===== src/rtl/pc_unit_ras.sv =====
// -----------------------------------------------------------------------------
// pc_unit_ras
//   Program-counter unit with a circular return-address stack (RAS).
//   Holds the fetch PC and selects the next PC from one of these sources:
//   sequential (pc+4), branch/jal target, computed jalr target, or RAS top.
//   A flush redirects the PC and takes priority over both stall and pc_src.
//
// Parameters
//   PC_WIDTH     : PC / address width (>= 8)
//   RESET_VECTOR : PC after reset (4-byte aligned)
//   RAS_DEPTH    : RAS entries (power of 2, >= 2)
//
// Ports
//   clk, rst        : clock, async active-high reset
//   stall           : hold PC, RAS and misalign
//   flush           : load flush_target; RAS ops suppressed
//   flush_target    : redirect address
//   pc_src          : 00 inc_pc, 01 pc_target, 10 return_addr, 11 RAS top
//   pc_target       : branch / jal target
//   return_addr     : jalr target (low PC_WIDTH bits used)
//   ras_push        : push inc_pc (call)
//   ras_pop         : pop (return)
//   pc              : registered fetch PC
//   inc_pc          : pc + 4
//   ras_top         : top-of-stack entry, 0 when empty
//   ras_count       : number of valid entries
//   ras_overflow    : sticky, push while full
//   ras_underflow   : sticky, pop/return while empty
//   misalign        : one-cycle pulse, last loaded source had bits [1:0] != 0
// -----------------------------------------------------------------------------
module pc_unit_ras #(
   parameter int                    PC_WIDTH     = 32,
   parameter logic [PC_WIDTH-1:0]   RESET_VECTOR = '0,
   parameter int                    RAS_DEPTH    = 8,
   localparam int                   PTR_W        = $clog2(RAS_DEPTH),
   localparam int                   CNT_W        = PTR_W + 1
) (
   input  logic                clk,
   input  logic                rst,
   input  logic                stall,
   input  logic                flush,
   input  logic [PC_WIDTH-1:0] flush_target,
   input  logic [1:0]          pc_src,
   input  logic [PC_WIDTH-1:0] pc_target,
   input  logic [31:0]         return_addr,
   input  logic                ras_push,
   input  logic                ras_pop,
   output logic [PC_WIDTH-1:0] pc,
   output logic [PC_WIDTH-1:0] inc_pc,
   output logic [PC_WIDTH-1:0] ras_top,
   output logic [CNT_W-1:0]    ras_count,
   output logic                ras_overflow,
   output logic                ras_underflow,
   output logic                misalign
);

   localparam logic [CNT_W-1:0] FULL_CNT = CNT_W'(RAS_DEPTH);

   logic [PC_WIDTH-1:0] ras_mem [RAS_DEPTH];
   logic [PTR_W-1:0]    tp;
   logic [PC_WIDTH-1:0] ret_pc;
   logic [PC_WIDTH-1:0] raw_next;
   logic [PC_WIDTH-1:0] next_pc;
   logic                ras_empty, ras_full;
   logic                load_en, op_en;
   logic                do_push, do_pop;
   logic                swap_top;     // push+pop on a non-empty stack
   logic                push_adv;     // push that advances tp
   logic                ret_fallback; // pc_src=11 on an empty stack

   // jalr target: truncate or zero-extend the 32-bit value to PC_WIDTH
   generate
      if (PC_WIDTH <= 32) begin : g_ret_trunc
         assign ret_pc = return_addr[PC_WIDTH-1:0];
         if (PC_WIDTH < 32) begin : g_ret_hi
            logic unused_ret_hi;
            assign unused_ret_hi = |return_addr[31:PC_WIDTH];
         end
      end else begin : g_ret_ext
         assign ret_pc = {{(PC_WIDTH-32){1'b0}}, return_addr};
      end
   endgenerate

   assign inc_pc    = pc + PC_WIDTH'(4);
   assign ras_empty = (ras_count == '0);
   assign ras_full  = (ras_count == FULL_CNT);
   assign ras_top   = ras_empty ? '0 : ras_mem[tp];

   // flush overrides stall; RAS only moves when neither is active
   assign load_en = flush | ~stall;
   assign op_en   = ~flush & ~stall;
   assign do_push = op_en & ras_push;
   assign do_pop  = op_en & ras_pop;

   assign swap_top     = do_push & do_pop & ~ras_empty;
   assign push_adv     = do_push & ~swap_top;
   assign ret_fallback = op_en & (pc_src == 2'b11) & ras_empty;

   // Next-PC select; RAS top is the pre-update value even when pushing
   always_comb begin
      raw_next = inc_pc;
      if (flush) begin
         raw_next = flush_target;
      end else begin
         case (pc_src)
            2'b00:   raw_next = inc_pc;
            2'b01:   raw_next = pc_target;
            2'b10:   raw_next = ret_pc;
            default: raw_next = ras_empty ? ret_pc : ras_top;
         endcase
      end
   end

   assign next_pc = {raw_next[PC_WIDTH-1:2], 2'b00};

   always_ff @(posedge clk or posedge rst) begin
      if (rst) begin
         pc            <= RESET_VECTOR;
         misalign      <= 1'b0;
         tp            <= '0;
         ras_count     <= '0;
         ras_overflow  <= 1'b0;
         ras_underflow <= 1'b0;
      end else begin
         if (load_en) begin
            pc       <= next_pc;
            misalign <= |raw_next[1:0];
         end

         if (ret_fallback)
            ras_underflow <= 1'b1;

         if (push_adv) begin
            tp <= tp + PTR_W'(1);
            // Full: wrap onto the oldest entry and keep the count saturated
            if (ras_full)
               ras_overflow <= 1'b1;
            else
               ras_count <= ras_count + CNT_W'(1);
            // Push+pop on an empty stack degenerates to a push
            if (do_pop)
               ras_underflow <= 1'b1;
         end else if (do_pop && !do_push) begin
            if (ras_empty) begin
               ras_underflow <= 1'b1;
            end else begin
               tp        <= tp - PTR_W'(1);
               ras_count <= ras_count - CNT_W'(1);
            end
         end
      end
   end

   // Entry storage is not reset; contents past ras_count are never observed
   always_ff @(posedge clk) begin
      if (push_adv)
         ras_mem[tp + PTR_W'(1)] <= inc_pc;
      else if (swap_top)
         ras_mem[tp] <= inc_pc;
   end

endmodule


===== config.mk =====
export PLATFORM = sky130hd
export DESIGN_NAME = pc_unit_ras
export DESIGN_NICKNAME = d
export VERILOG_FILES = /design/src/rtl/pc_unit_ras.sv
export SDC_FILE = /design/constraint.sdc
export NUM_CORES = 1
export LEC_CHECK = 0
export ABC_CLOCK_PERIOD_IN_PS = 9850
export BUFFER_PORTS_ARGS = -buffer_cell sky130_fd_sc_hd__buf_2
export CORE_UTILIZATION = 56
export DETAILED_ROUTE_END_ITERATION = 6
export GPL_TIMING_DRIVEN = 0
export PLACE_DENSITY = 0.79
export SETUP_SLACK_MARGIN = 0.4
export SLEW_MARGIN = 20
export SYNTH_ARGS = -nofsm -noshare
export SYNTH_HDL_FRONTEND = slang
export SYNTH_SLANG_ARGS = --single-unit

===== constraint.sdc =====
create_clock -name clk -period 9.85 [get_ports clk]
set_clock_uncertainty 0.1 [all_clocks]
set_input_delay 0.985 -clock clk [delete_from_list [all_inputs] [get_ports clk]]
set_output_delay 0.985 -clock clk [all_outputs]
set_load 0.005 [all_outputs]

==> results.toml <==
[clock_network]
cts.sinks = 280
clk_pin_slew_ps = 60
postCtsSetupBuffers = 0
root_buffer = "clkbuf_16"
hold_buffers = 0
htreeDepth = 1
clockBufferDepth = 3
tritoncts = "yes"
clk_latency_ps = 570
cts_buffers = 29
cts-resized-gates = 0

[placed_design]
io_buffer_count = 197
place_congestion = 0.949
post_dp_cell_area_um2 = 14700
hpwl_um = 28300

[setup_path]
startpoint_type = "flop"
r2r_start = "tp[1]"
r2r_end = "ras_mem[4][30]"
crit_end = "inc_pc[16]"
timing.critical_path.from = "pc[2]"
crit_type = "reg -> out"
crit_path_end_kind = "output port"
critical_path_arrival_ps = 3540
ff2ff_path_depth = 9
cp.required_ps = 8770
worstPathMaxFanout = 9
ff2ff_setup_slack_ps = 6210

[detailed_routing]
routed_wirelength_um = 41400
vias = 9810
dr.pass1.iters = 7
antenna_left = 0
drc = 1
wl_per_cell_um = 28.8
viasPerCell = 6.82
dr.first_iter.drc_count = 1215

[yosys]
yosysTopAreaCell = "edfxtp_1"
synth_fa_ha_area_frac = 0.00480
synth_top_area_frac = 0.552
yosys.area_share.simple = 0.0857
synthXorXnorAreaFrac = 0.0195
ys_warn_count = 0
ys_ff_latch = 280
synthMuxAreaShare = 0.134
synth_edf_count = 240
synthFlopType = "edfxtp_1"
synth-seq-area-share = 0.629
synthArstFlopShare = 0.143
syn_area_um2 = 13000
synth_top_family_by_area = "multiplexers"
ys_types = 75
synth_cells = 889
syn_area_per_cell_um2 = 14.7
synth-compound-area-share = 0.0961
yosys-top-cells-area = "edfxtp_1, mux4_2, dfrtp_1, mux2i_1, nor2_1"

[layout]
ff_latch_area_um2 = 8210
area_growth_pct = 20.2
design_area_um2 = 15700
fillers = 1549
multi_input_area_um2 = 4510
most-common-layout-cells = "edfxtp_1, buf_2, nor2_1"
final_common_cell = "edfxtp_1"
diodes = 0
finalNetCount = 1240
drive_gt1_frac = 0.323

[global_routing]
grt_overflow_total = 0
antenna_found_initial = 0
first_global_vias = 9348
grt_max_degree = 22
grt_usage = 0.350
grt_first_pass_wirelength_um = 59600

[die]
die_y_um = 155
rows = 55
io_pins = 207
coreArea_um2 = 22700
dieArea_um2 = 23900
dieWidth_um = 155
initial_core_util = 0.574

[sta]
worst_slew_pin_slew_ps = 1010
finalCritPeriodShare = 0.469
tns_ps = 0
post-route-min-period_ps = 4620
max_freq_ghz = 0.216
slew_violations = 0
relSlewSlack = 0.319
rsz0062_at_grt = "no"
setup_viol = 0
hold_viol_final = 0

[status]
status = "finished, violations left"
violations = "design-rule violations"

[run]
drv_cap = 0

[power_and_ir_drop]
total_power_uw = 4050
vdd_drop_max_v = 0.000168
pwr_density_cell_nw_per_um2 = 258
p_leak_uw = 0.00583

[hold_path]
hold_class = "reg -> reg"
[Yosys cell counts, types with 3 or more instances]
master,number
o21ai_0,28
nand2_1,49
a21oi_1,39
a31oi_1,11
buf_2,22
clkbuf_1,24
ha_1,5
nand3_1,18
a2bb2oi_1,5
inv_1,18
buf_4,13
dfrtp_1,40
nand4_1,10
mux4_1,7
or2_2,8
o2bb2ai_1,3
xor2_1,10
a21o_1,4
o221ai_1,5
edfxtp_1,240
a221oi_1,11
and2_1,8
o21a_1,13
xnor2_1,19
a211oi_1,4
nor2b_1,5
o211ai_1,7
o221a_2,3
and4_1,8
buf_6,3
o31ai_1,4
nor3_1,15
nor2_1,76
a221o_1,8
mux4_2,52
mux2i_1,35
and3_1,4
nand2b_1,4
nor4_1,4
a32oi_1,3
[metrics by stage]
step           std cells  setup WS (ps)   util  hold WS, ps
2_1_floorplan        894           5980      -          360
3_3_place_gp        1376           4040  0.634          359
4_1_cts             1439           5390  0.691          381
6_report            1439           5230  0.691          377
3_5_place_dp        1385           5960  0.648          364
5_1_grt             1439           5200  0.691          397
[sequential cells by signal, summed over array words and instances (netlist names)]
| signal | count |
|---|---|
| ras_count | 4 |
| ras_underflow | 1 |
| misalign | 1 |
| ras_mem | 240 |
| pc | 30 |
| tp | 3 |
| ras_overflow | 1 |
[metal layers]
metal | global-route usage | vias to the layer above | part of all wire
li1 | - | 3991 | -
met1 | 0.481 | 4690 | 0.36
met2 | 0.512 | 955 | 0.44
met3 | 0.0995 | 174 | 0.15
met4 | 0.184 | 0 | 0.058
met5 | 0 | - | 0
[power by group]
group / leakage (uW) / switching (uW) / total (uW) / internal, uW
Clock: 0.000476 / 462 / 1120 / 661
Sequential: 0.00263 / 82.4 / 1510 / 1430
Combinational: 0.00272 / 833 / 1420 / 589
Total: 0.00583 / 1380 / 4050 / 2680
[worst min path at each step]
stage                  startpoint       endpoint  slack, ps  cells after the start
floorplan           ras_underflow  ras_underflow        360                      2
global placement     ras_overflow   ras_overflow        360                      1
detailed placement   ras_overflow   ras_overflow        360                      1
CTS                  ras_overflow   ras_overflow        380                      1
global route         ras_overflow   ras_overflow        400                      1
finish               ras_overflow   ras_overflow        380                      1
[critical path: stages (launching register included)]
cell	delay, ps
dfrtp_1	550
ha_1	380
nand2_1	160
nor4_1	720
nand2_1	160
xnor2_1	760
buf_2	250
[layout make-up]
cell class,instances,share of cell area
buffer,63,0.0214
clock buffer,41,0.0523
clock inverter,13,0.00997
inverter,18,0.00431
multi-input combinational,533,0.288
sequential,280,0.523
tap,285,0.0227
timing repair buffer,206,0.0782
[cell families (layout without fill, tap and decap cells)]
group | count (synthesis) | count (layout)
adder cells (fa/ha/maj) | 5 | 5
buffers and inverters | 81 | 341
AO/OA/AOI/OAI | 173 | 173
multiplexers | 97 | 97
AND/OR/NAND/NOR | 223 | 223
other | 1 | 6
flip-flops | 280 | 280
XOR/XNOR | 29 | 29
(Power assumes the default switching activity.)
